$ cat config.mk
export PLATFORM = sky130hd
export DESIGN_NAME = reg_port_sequencer
export DESIGN_NICKNAME = d
export VERILOG_FILES = /design/src/rtl/reg_port_sequencer.sv
export SDC_FILE = /design/constraint.sdc
export NUM_CORES = 1
export LEC_CHECK = 0
export BUFFER_PORTS_ARGS = -buffer_cell sky130_fd_sc_hd__buf_2
export CORE_UTILIZATION = 52
export DETAILED_ROUTE_END_ITERATION = 16
export PLACE_DENSITY = 0.86
export SLEW_MARGIN = 5
export SYNTH_ARGS = -nofsm -noshare
export SYNTH_HDL_FRONTEND = slang
export SYNTH_SLANG_ARGS = --single-unit
$ cat constraint.sdc
create_clock -name clk -period 2.89 [get_ports clk]
set_clock_uncertainty 0.2 [all_clocks]
set_input_delay 0.1445 -clock clk [delete_from_list [all_inputs] [get_ports clk]]
set_output_delay 0.1445 -clock clk [all_outputs]
set_load 0.005 [all_outputs]
$ cat src/rtl/reg_port_sequencer.sv
// reg_port_sequencer
// Initiator-side controller for a 4 x 8-bit single-port register bank.
// It accepts one request at a time, reads source registers A and B over the
// shared bank port in consecutive cycles, and offers the operand pair to the
// ALU with a valid/ready handshake. It then waits for the ALU result and
// optionally writes that result back to a destination register.
//
// Ports
//   clk, rst              clock; asynchronous active-high reset
//   reqValid/reqReady     upstream request handshake
//   reqRa/reqRb/reqRd     source A, source B and destination register indices
//   reqWb                 1 = write the result back to reqRd
//   bankWR/bankRs/bankData  register bank strobe, index and write data
//   bankVal               register bank read value (combinational from bankRs)
//   opValid/opReady/opA/opB  operand handshake toward the ALU
//   resValid/resData      ALU result
//   done                  one-cycle pulse per completed request
//   opsDone               completed-request count, wraps at 256
//
// All outputs are registers. Each one is loaded from the value that its
// next state calls for, so each output is valid for the whole cycle of the
// state that owns it.
module reg_port_sequencer (
    input  logic       clk,
    input  logic       rst,
    input  logic       reqValid,
    output logic       reqReady,
    input  logic [1:0] reqRa,
    input  logic [1:0] reqRb,
    input  logic [1:0] reqRd,
    input  logic       reqWb,
    output logic       bankWR,
    output logic [1:0] bankRs,
    output logic [7:0] bankData,
    input  logic [7:0] bankVal,
    output logic       opValid,
    input  logic       opReady,
    output logic [7:0] opA,
    output logic [7:0] opB,
    input  logic       resValid,
    input  logic [7:0] resData,
    output logic       done,
    output logic [7:0] opsDone
);

    typedef enum logic [2:0] {
        S_IDLE     = 3'd0,
        S_READ_A   = 3'd1,
        S_READ_B   = 3'd2,
        S_ISSUE    = 3'd3,
        S_WAIT_RES = 3'd4,
        S_WRITE    = 3'd5
    } state_t;

    state_t     r_state;
    state_t     w_next;
    logic       w_complete;
    logic [1:0] w_nx_bank_rs;
    logic [7:0] w_nx_bank_data;

    logic [1:0] r_ra;
    logic [1:0] r_rb;
    logic [1:0] r_rd;
    logic       r_wb;

    logic       r_req_ready;
    logic       r_bank_wr;
    logic [1:0] r_bank_rs;
    logic [7:0] r_bank_data;
    logic       r_op_valid;
    logic [7:0] r_op_a;
    logic [7:0] r_op_b;
    logic       r_done;
    logic [7:0] r_ops_done;

    // Next-state decode and the completion condition.
    always_comb begin
        w_next     = r_state;
        w_complete = 1'b0;
        case (r_state)
            S_IDLE: begin
                if (reqValid) begin
                    w_next = S_READ_A;
                end else begin
                    w_next = S_IDLE;
                end
            end
            S_READ_A: w_next = S_READ_B;
            S_READ_B: w_next = S_ISSUE;
            S_ISSUE: begin
                if (opReady) begin
                    w_next = S_WAIT_RES;
                end else begin
                    w_next = S_ISSUE;
                end
            end
            S_WAIT_RES: begin
                if (resValid && r_wb) begin
                    w_next = S_WRITE;
                end else if (resValid) begin
                    w_next     = S_IDLE;
                    w_complete = 1'b1;
                end else begin
                    w_next = S_WAIT_RES;
                end
            end
            S_WRITE: begin
                w_next     = S_IDLE;
                w_complete = 1'b1;
            end
            default: w_next = S_IDLE;
        endcase
    end

    // Bank port values for the cycle after this edge, selected by next state.
    // READ_A can only be entered from IDLE, so it takes reqRa directly.
    // The latched copy of Ra is not loaded until that same edge.
    always_comb begin
        w_nx_bank_rs   = 2'd0;
        w_nx_bank_data = 8'd0;
        case (w_next)
            S_READ_A: w_nx_bank_rs = reqRa;
            S_READ_B: w_nx_bank_rs = r_rb;
            S_WRITE: begin
                w_nx_bank_rs   = r_rd;
                w_nx_bank_data = resData;
            end
            default: begin
                w_nx_bank_rs   = 2'd0;
                w_nx_bank_data = 8'd0;
            end
        endcase
    end

    // State register.
    always_ff @(posedge clk or posedge rst) begin
        if (rst) begin
            r_state <= S_IDLE;
        end else begin
            r_state <= w_next;
        end
    end

    // Latch the request fields when the request is accepted.
    always_ff @(posedge clk or posedge rst) begin
        if (rst) begin
            r_ra <= 2'd0;
            r_rb <= 2'd0;
            r_rd <= 2'd0;
            r_wb <= 1'b0;
        end else if ((r_state == S_IDLE) && reqValid) begin
            r_ra <= reqRa;
            r_rb <= reqRb;
            r_rd <= reqRd;
            r_wb <= reqWb;
        end
    end

    // Handshake and bank port output registers.
    always_ff @(posedge clk or posedge rst) begin
        if (rst) begin
            r_req_ready <= 1'b1;
            r_bank_wr   <= 1'b0;
            r_bank_rs   <= 2'd0;
            r_bank_data <= 8'd0;
            r_op_valid  <= 1'b0;
        end else begin
            r_req_ready <= (w_next == S_IDLE);
            r_bank_wr   <= (w_next == S_WRITE);
            r_bank_rs   <= w_nx_bank_rs;
            r_bank_data <= w_nx_bank_data;
            r_op_valid  <= (w_next == S_ISSUE);
        end
    end

    // Operand capture. Each operand holds its value until its read cycle
    // comes round again, so it stays stable throughout ISSUE.
    always_ff @(posedge clk or posedge rst) begin
        if (rst) begin
            r_op_a <= 8'd0;
            r_op_b <= 8'd0;
        end else begin
            if (r_state == S_READ_A) begin
                r_op_a <= bankVal;
            end
            if (r_state == S_READ_B) begin
                r_op_b <= bankVal;
            end
        end
    end

    // Completion pulse and the wrapping completion counter.
    always_ff @(posedge clk or posedge rst) begin
        if (rst) begin
            r_done     <= 1'b0;
            r_ops_done <= 8'd0;
        end else begin
            r_done <= w_complete;
            if (w_complete) begin
                r_ops_done <= r_ops_done + 8'd1;
            end
        end
    end

    assign reqReady = r_req_ready;
    assign bankWR   = r_bank_wr;
    assign bankRs   = r_bank_rs;
    assign bankData = r_bank_data;
    assign opValid  = r_op_valid;
    assign opA      = r_op_a;
    assign opB      = r_op_b;
    assign done     = r_done;
    assign opsDone  = r_ops_done;

endmodule

==> run metrics, run 1 <==
Peak VDD IR=0.495 mV; ratio of cells with drive above 1 in the final layout=0.461; HP Class=in2reg; Die W=60.8 um; most frequent cells in the layout=65 x buf_2, 45 x dfrtp_1, 26 x dlygate4sd3_1, 22 x mux2_2, 8 x and2_1; Crit Path Max Fanout=14; CP max-delay cell=dfrtp_1; leakage=1.26 nW; register share of total power=0.517; Final Critical Period=1.83 ns; Sw Share=0.320; largest net degree at the start of global routing=47; drt wl/cell=14.4 um; FMAX=0.546 GHz; kind of end point of the critical path=flop; final-report hold violation count=0; WHS=0.0395 ns; Port Buffers=65; count of warnings emitted by yosys=0; maximum root-to-sink buffer count=2; Clk Latency, worst-skew pair=0.35 ns; Avg Cell Area, Syn=14.6 sq um; TritonCTS clock tree=done; internal power=0.00139 W; critical path data required time=2.94 ns; CP cell instances=nor4b_4, mux2_2; layout overhead on the synthesized area=37.1%; Row Count=21; die area=0.00370 sq mm; slew margin rel.=0.404; maxcap violations=0; routed vias=1,308; Yosys top cell by area=dfrtp_1; Final Cycle Share=0.634; post-synth net total=152; Final Total Pwr=0.00204 W; DRT iter0 DRCs=34; commonest non-fill, non-tap cell in the layout=buf_2; 1st-pass router iterations=4; number of vias per cell=4.97; hold path startpoint=resValid; final-report max-slew violation count=0; Comb pwr share=0.343; power per cell area=827 mW/mm^2; Final Setup Violations=0; Clock power frac=0.141; final antenna diode count=0; gr ovfl total=0; post-route insts no fill=263; cell family with most CP delay=flip-flops; htree depth=2; DP Wirelength=2.41 mm; Hold Path End=bankWR$_DFF_PP0_; drt drc=0; initial antenna violation count=0; Cell Area, Synth=0.00180 sq mm; die height=60.8 um; Bufs and invs on worst path=0; first-pass GRT wire length=5.91 mm; post-synthesis sequential area ratio=0.640; Detail Route Antenna Nets=0; critical path class=reg2reg; Worst-path clk slew=0.13 ns; cts repair resizes=0; placed insts=229; Clock Sink Count=46; R2R setup slack=1.06 ns; Net Switching=0.000654 W; Mapped Cells=123; initial core utilization=0.540; grt peak-use layer=met2; fill count=248; reg2reg path depth=2; synthesis-stage register bit count=46; startpoint types=flop; synth top area cells=dfrtp_1 63%, mux2_2 14%, xnor2_1 3.4%; WP data arrival=1.88 ns; worst r2r src=r_state[0]$_DFF_PP0_; area share of the largest cell type after synthesis=0.625; NumNets Final=245; vias in the first global route=1,267; global routing usage on met2=0.407; CTS Buf Count=5; asr flop ratio synth=1.00; routability cong.=0.781; GRT Util Overall=0.232; Unique masters post-synth=34; unrepaired setup endpoints after global routing=no; CP max stage delay=0.58 ns; total wire length=3.79 mm; met1 Resource Use GR=0.257; EDFF count, synth=0; Setup TNS=0 ns; core area=0.00334 sq mm; met3 Usage GRT=0.0725; root buffer cell=clkbuf_4; Worst-Margin Slew=0.893 ns; status=completed; Hold Path Depth=2; Top Ports=66; ys flop type=dfrtp_1; R2R Path End=r_rd[0]$_DFFE_PP0N_
layer usage:
layer | vias to the layer above | wire length (um)
li1 | 614 | -
met1 | 643 | 1490
met2 | 46 | 2060
met3 | 5 | 192
met4 | 0 | 54
met5 | - | 0
per-stage QoR:
stage | setup slack (ns) | area, sq um | utilization
finish | 1.06 | 2470 | 0.740
global route | 0.985 | 2470 | 0.740
floorplan | 1.28 | 1800 | -
detailed placement | 1.09 | 2150 | 0.645
CTS | 1.07 | 2470 | 0.740
global placement | 1.17 | 2150 | 0.645
timing repair:
action | in CTS | in global routing
hold buffers | 26 | 0
hold endpoints to repair | 79 | 0
buffers inserted | 0 | 0
worst reg2reg max path: cells and delay by family, from the launching register on:
family,cells,cell delay (ns)
flip-flops,1,0.58
AND/OR/NAND/NOR,1,0.55
multiplexers,1,0.40
power by group through the flow:
stage / sequential, W / combinational, W / clock, W
floorplan: 0.00101 / 0.000466 / 0
global placement: 0.00103 / 0.000647 / 0
detailed placement: 0.00105 / 0.000674 / 0
CTS: 0.00105 / 0.000700 / 0.000300
global route: 0.00109 / 0.000772 / 0.000327
finish: 0.00105 / 0.000699 / 0.000288
layout make-up:
cell class | count | area, sq um | area share
inverters | 2 | 7.51 | 0.00304
repair buffers | 92 | 593 | 0.240
flip-flops and latches | 46 | 1150 | 0.467
clock buffers | 6 | 41.3 | 0.0167
clock inverters | 2 | 13.8 | 0.00558
well taps | 46 | 57.6 | 0.0233
multi-input cells | 69 | 603 | 0.244
kinds of logic after synthesis:
kind of cell / Yosys count / share of synthesized area
AND/OR/NAND/NOR: 25 / 0.101
buffers and inverters: 8 / 0.0250
multiplexers: 22 / 0.138
adder cells (fa/ha/maj): 1 / 0.00695
XOR/XNOR: 7 / 0.0341
AO/OA/AOI/OAI: 14 / 0.0556
flip-flops: 46 / 0.640
registers in the layout (all words and copies together), names as in the netlist:
signal,flops
bankData,8
opA,8
opB,8
opsDone,8
r_state,3
bankRs,2
r_rb,2
r_rd,2
bankWR,1
done,1
opValid,1
r_wb,1
reqReady,1
worst max path at each step:
stage / to / from / cells after the start
floorplan: opB[0]$_DFFE_PP0P_ / r_state[2]$_DFF_PP0_ / 4
global placement: r_wb$_DFFE_PP0N_ / r_state[0]$_DFF_PP0_ / 2
detailed placement: opB[2]$_DFFE_PP0P_ / r_state[2]$_DFF_PP0_ / 3
CTS: opB[2]$_DFFE_PP0P_ / r_state[2]$_DFF_PP0_ / 3
global route: opA[2]$_DFFE_PP0N_ / r_state[0]$_DFF_PP0_ / 3
finish: r_rd[0]$_DFFE_PP0N_ / r_state[0]$_DFF_PP0_ / 2
synthesized netlist by cell type, drive strengths merged (2+ instances only):
| library cell | count |
|---|---|
| xnor2 | 7 |
| o21ai | 3 |
| a22o | 2 |
| a21o | 2 |
| nor2 | 2 |
| inv | 2 |
| buf | 5 |
| and2 | 8 |
| nor2b | 2 |
| and4 | 2 |
| o2111ai | 2 |
| o211ai | 3 |
| dfrtp | 45 |
| mux2 | 22 |
No activity file was read; power rests on OpenSTA's default activity.
==> run 2: changes to the inputs <==
--- a/config.mk
+++ b/config.mk
@@ -6,9 +6,9 @@
 export NUM_CORES = 1
 export LEC_CHECK = 0
 export BUFFER_PORTS_ARGS = -buffer_cell sky130_fd_sc_hd__buf_2
-export CORE_UTILIZATION = 52
+export CORE_UTILIZATION = 48
 export DETAILED_ROUTE_END_ITERATION = 16
-export PLACE_DENSITY = 0.86
+export PLACE_DENSITY = 0.81
 export SLEW_MARGIN = 5
 export SYNTH_ARGS = -nofsm -noshare
 export SYNTH_HDL_FRONTEND = slang
==> constraint.sdc (replaced) <==
create_clock -name clk -period 1.7 [get_ports clk]
set_clock_uncertainty 0.2 [all_clocks]
set_input_delay 0.085 -clock clk [delete_from_list [all_inputs] [get_ports clk]]
set_output_delay 0.085 -clock clk [all_outputs]
set_load 0.005 [all_outputs]
==> run 2 against run 1 <==
Net effect: sequential share of layout area is 2.5 points lower; largest power group unchanged; highest routed layer unchanged; sequential cell count did not move; combinational power up 97%; first-iteration DRC count rose by 82%; fmax grew 14%; routed wire length up 1.8%; setup slack got worse by 0.96 ns; sequential power up 64%; worst hold slack improved by 0.011 ns.
==> run metrics, run 2 (synthesis gave the netlist of run 1 again) <==
status=completed; slew margin rel.=0.624 (+0.220); CP max stage delay=0.46 ns (-0.12 ns); 1st-pass router iterations=2 (-2); commonest non-fill, non-tap cell in the layout=buf_2; hold path startpoint=resValid; CP cell instances=nand2b_1, nor2_2, buf_4, mux2_2; Worst-Margin Slew=0.565 ns (-0.329 ns); initial antenna violation count=0 (unchanged); critical path class=reg2reg; total wire length=3.86 mm (+1.8%); Detail Route Antenna Nets=0 (unchanged); ratio of cells with drive above 1 in the final layout=0.496 (+0.0348); Clk Latency, worst-skew pair=0.30 ns (-0.05 ns); die area=0.00400 sq mm (+8.1%); NumNets Final=256 (+4.5%); power per cell area=1470 mW/mm^2 (+78%); maxcap violations=0 (unchanged); Port Buffers=65 (unchanged); Final Cycle Share=0.945 (+0.311); Crit Path Max Fanout=5 (-9); initial core utilization=0.519 (-0.0204); die height=63.2 um (+4.0%); final antenna diode count=0 (unchanged); Top Ports=66 (unchanged); fill count=237 (-4.4%); Multi-input gate area=608 sq um (+0.83%); Die W=63.2 um (+4.0%); critical path data required time=1.68 ns (-1.26 ns); Post-CTS Setup Repair Bufs=0 (unchanged); layout overhead on the synthesized area=44.8%; Bufs and invs on worst path=1 (+1); Hold Path Depth=4 (+2); drt wl/cell=14.1 um (-2.3%); reg2reg path depth=4 (+2); most frequent cells in the layout=65 x buf_2, 45 x dfrtp_1, 26 x dlygate4sd3_1, 22 x mux2_2, 12 x buf_4; leakage=1.34 nW (+6.4%); R2R Path End=opB[1]$_DFFE_PP0P_; root buffer cell=clkbuf_8; GRT Util Overall=0.217 (-0.0150); first-pass GRT wire length=6.54 mm (+11%); Setup TNS=0 ns (unchanged); DRT iter0 DRCs=62 (+82%); Hold Path End=done$_DFF_PP0_; WHS=0.0509 ns (+0.0114 ns); setup slack after layout=0.0941 ns (-0.964 ns); WP data arrival=1.59 ns (-0.29 ns); R2R setup slack=0.09 ns (-0.96 ns); final-report max-slew violation count=0 (unchanged); CTS Buf Count=5 (unchanged); worst r2r src=r_state[2]$_DFF_PP0_; gr ovfl total=0 (unchanged); pre-CTS worst setup slack=0.107 ns (-0.982 ns); vias in the first global route=1,412 (+11%); htree depth=2 (unchanged); Final Core Density=0.751 (+0.0117); kind of end point of the critical path=flop; routability cong.=0.797 (+2.0%); HP Class=in2reg; cell family with most CP delay=flip-flops; Worst-path clk slew=0.08 ns (-0.05 ns); maximum root-to-sink buffer count=2 (unchanged); core area=0.00347 sq mm (+3.9%); Peak VDD IR=0.925 mV (+87%); routed vias=1,363 (+4.2%); number of vias per cell=4.97 (about the same); Final Setup Violations=0 (unchanged); final-report hold violation count=0 (unchanged); Final Critical Period=1.61 ns (-0.226 ns); DP Wirelength=2.52 mm (+4.9%); drt drc=0 (unchanged); Clock Sink Count=46 (unchanged); unrepaired setup endpoints after global routing=no; startpoint types=flop; Row Count=21 (unchanged); register area=0.00115 sq mm (unchanged); largest net degree at the start of global routing=47 (unchanged); worst setup path start=r_state[2]$_DFF_PP0_; FMAX=0.623 GHz (+14%); CP max-delay cell=dfrtp_1; TritonCTS clock tree=done
[run 2: cell types whose count changed in the layout (fill, tap and decap cells not counted), sizes merged]
cell,delta
buf,+11
clkbuf,+1
clkinv,-1
[run 2: metrics by stage]
| stage | cells | cell area [sq um] | power, W |
|---|---|---|---|
| 6_report | 274 | 2610 | 0.00383 |
| 5_1_grt | 274 | 2610 | 0.00407 |
| 4_1_cts | 274 | 2610 | 0.00385 |
| 3_5_place_dp | 240 | 2240 | 0.00307 |
| 3_3_place_gp | 240 | 2240 | 0.00300 |
| 2_1_floorplan | 123 | 1800 | 0.00251 |
[run 2: what timing repair did]
action | 4_1_cts | 5_1_grt
hold buffers | 26 | 0
endpoints found under the hold margin | 79 | 0
resized for setup | 0 | 0
endpoints found under the setup margin | 0 | 0
[run 2: final cells by class]
class,count,area share
flip-flops and latches,46,0.442
clock inverters,1,0.00336
well taps,46,0.0221
repair buffers,103,0.259
inverters,2,0.00288
multi-input cells,69,0.233
clock buffers,7,0.0370
[run 2: worst max-delay path by stage]
stage / to / slack, ns / depth (start not counted)
floorplan: opB[0]$_DFFE_PP0P_ / 0.09 / 4
finish: opB[1]$_DFFE_PP0P_ / 0.09 / 4
global placement: r_state[0]$_DFF_PP0_ / 0.16 / 4
CTS: opB[1]$_DFFE_PP0P_ / 0.1 / 4
detailed placement: opB[1]$_DFFE_PP0P_ / 0.11 / 4
global route: opsDone[1]$_DFFE_PP0P_ / 0.01 / 4
[run 2: per-layer routing]
layer / track usage / vias up / routed length [um] / part of all wire
met3: 0.0616 / 9 / 173 / 0.045
met4: 0.0994 / 0 / 82 / 0.021
met1: 0.252 / 677 / 1630 / 0.42
met5: 0 / - / 0 / 0
met2: 0.371 / 44 / 1980 / 0.51
li1: - / 633 / - / -
[run 2: power breakdown]
part           internal [W]  leakage [nW]  switching, W
clock network      0.000373        0.0544      0.000361
logic              0.000830         0.701      0.000545
registers           0.00148         0.581      0.000237
total               0.00268          1.34       0.00114
[run 2: worst reg2reg max path: cells and delay by family (launching register included)]
family	cells	cell delay (ns)
buf+inv	1	0.16
flops	1	0.46
mux	1	0.33
simple gates	2	0.35
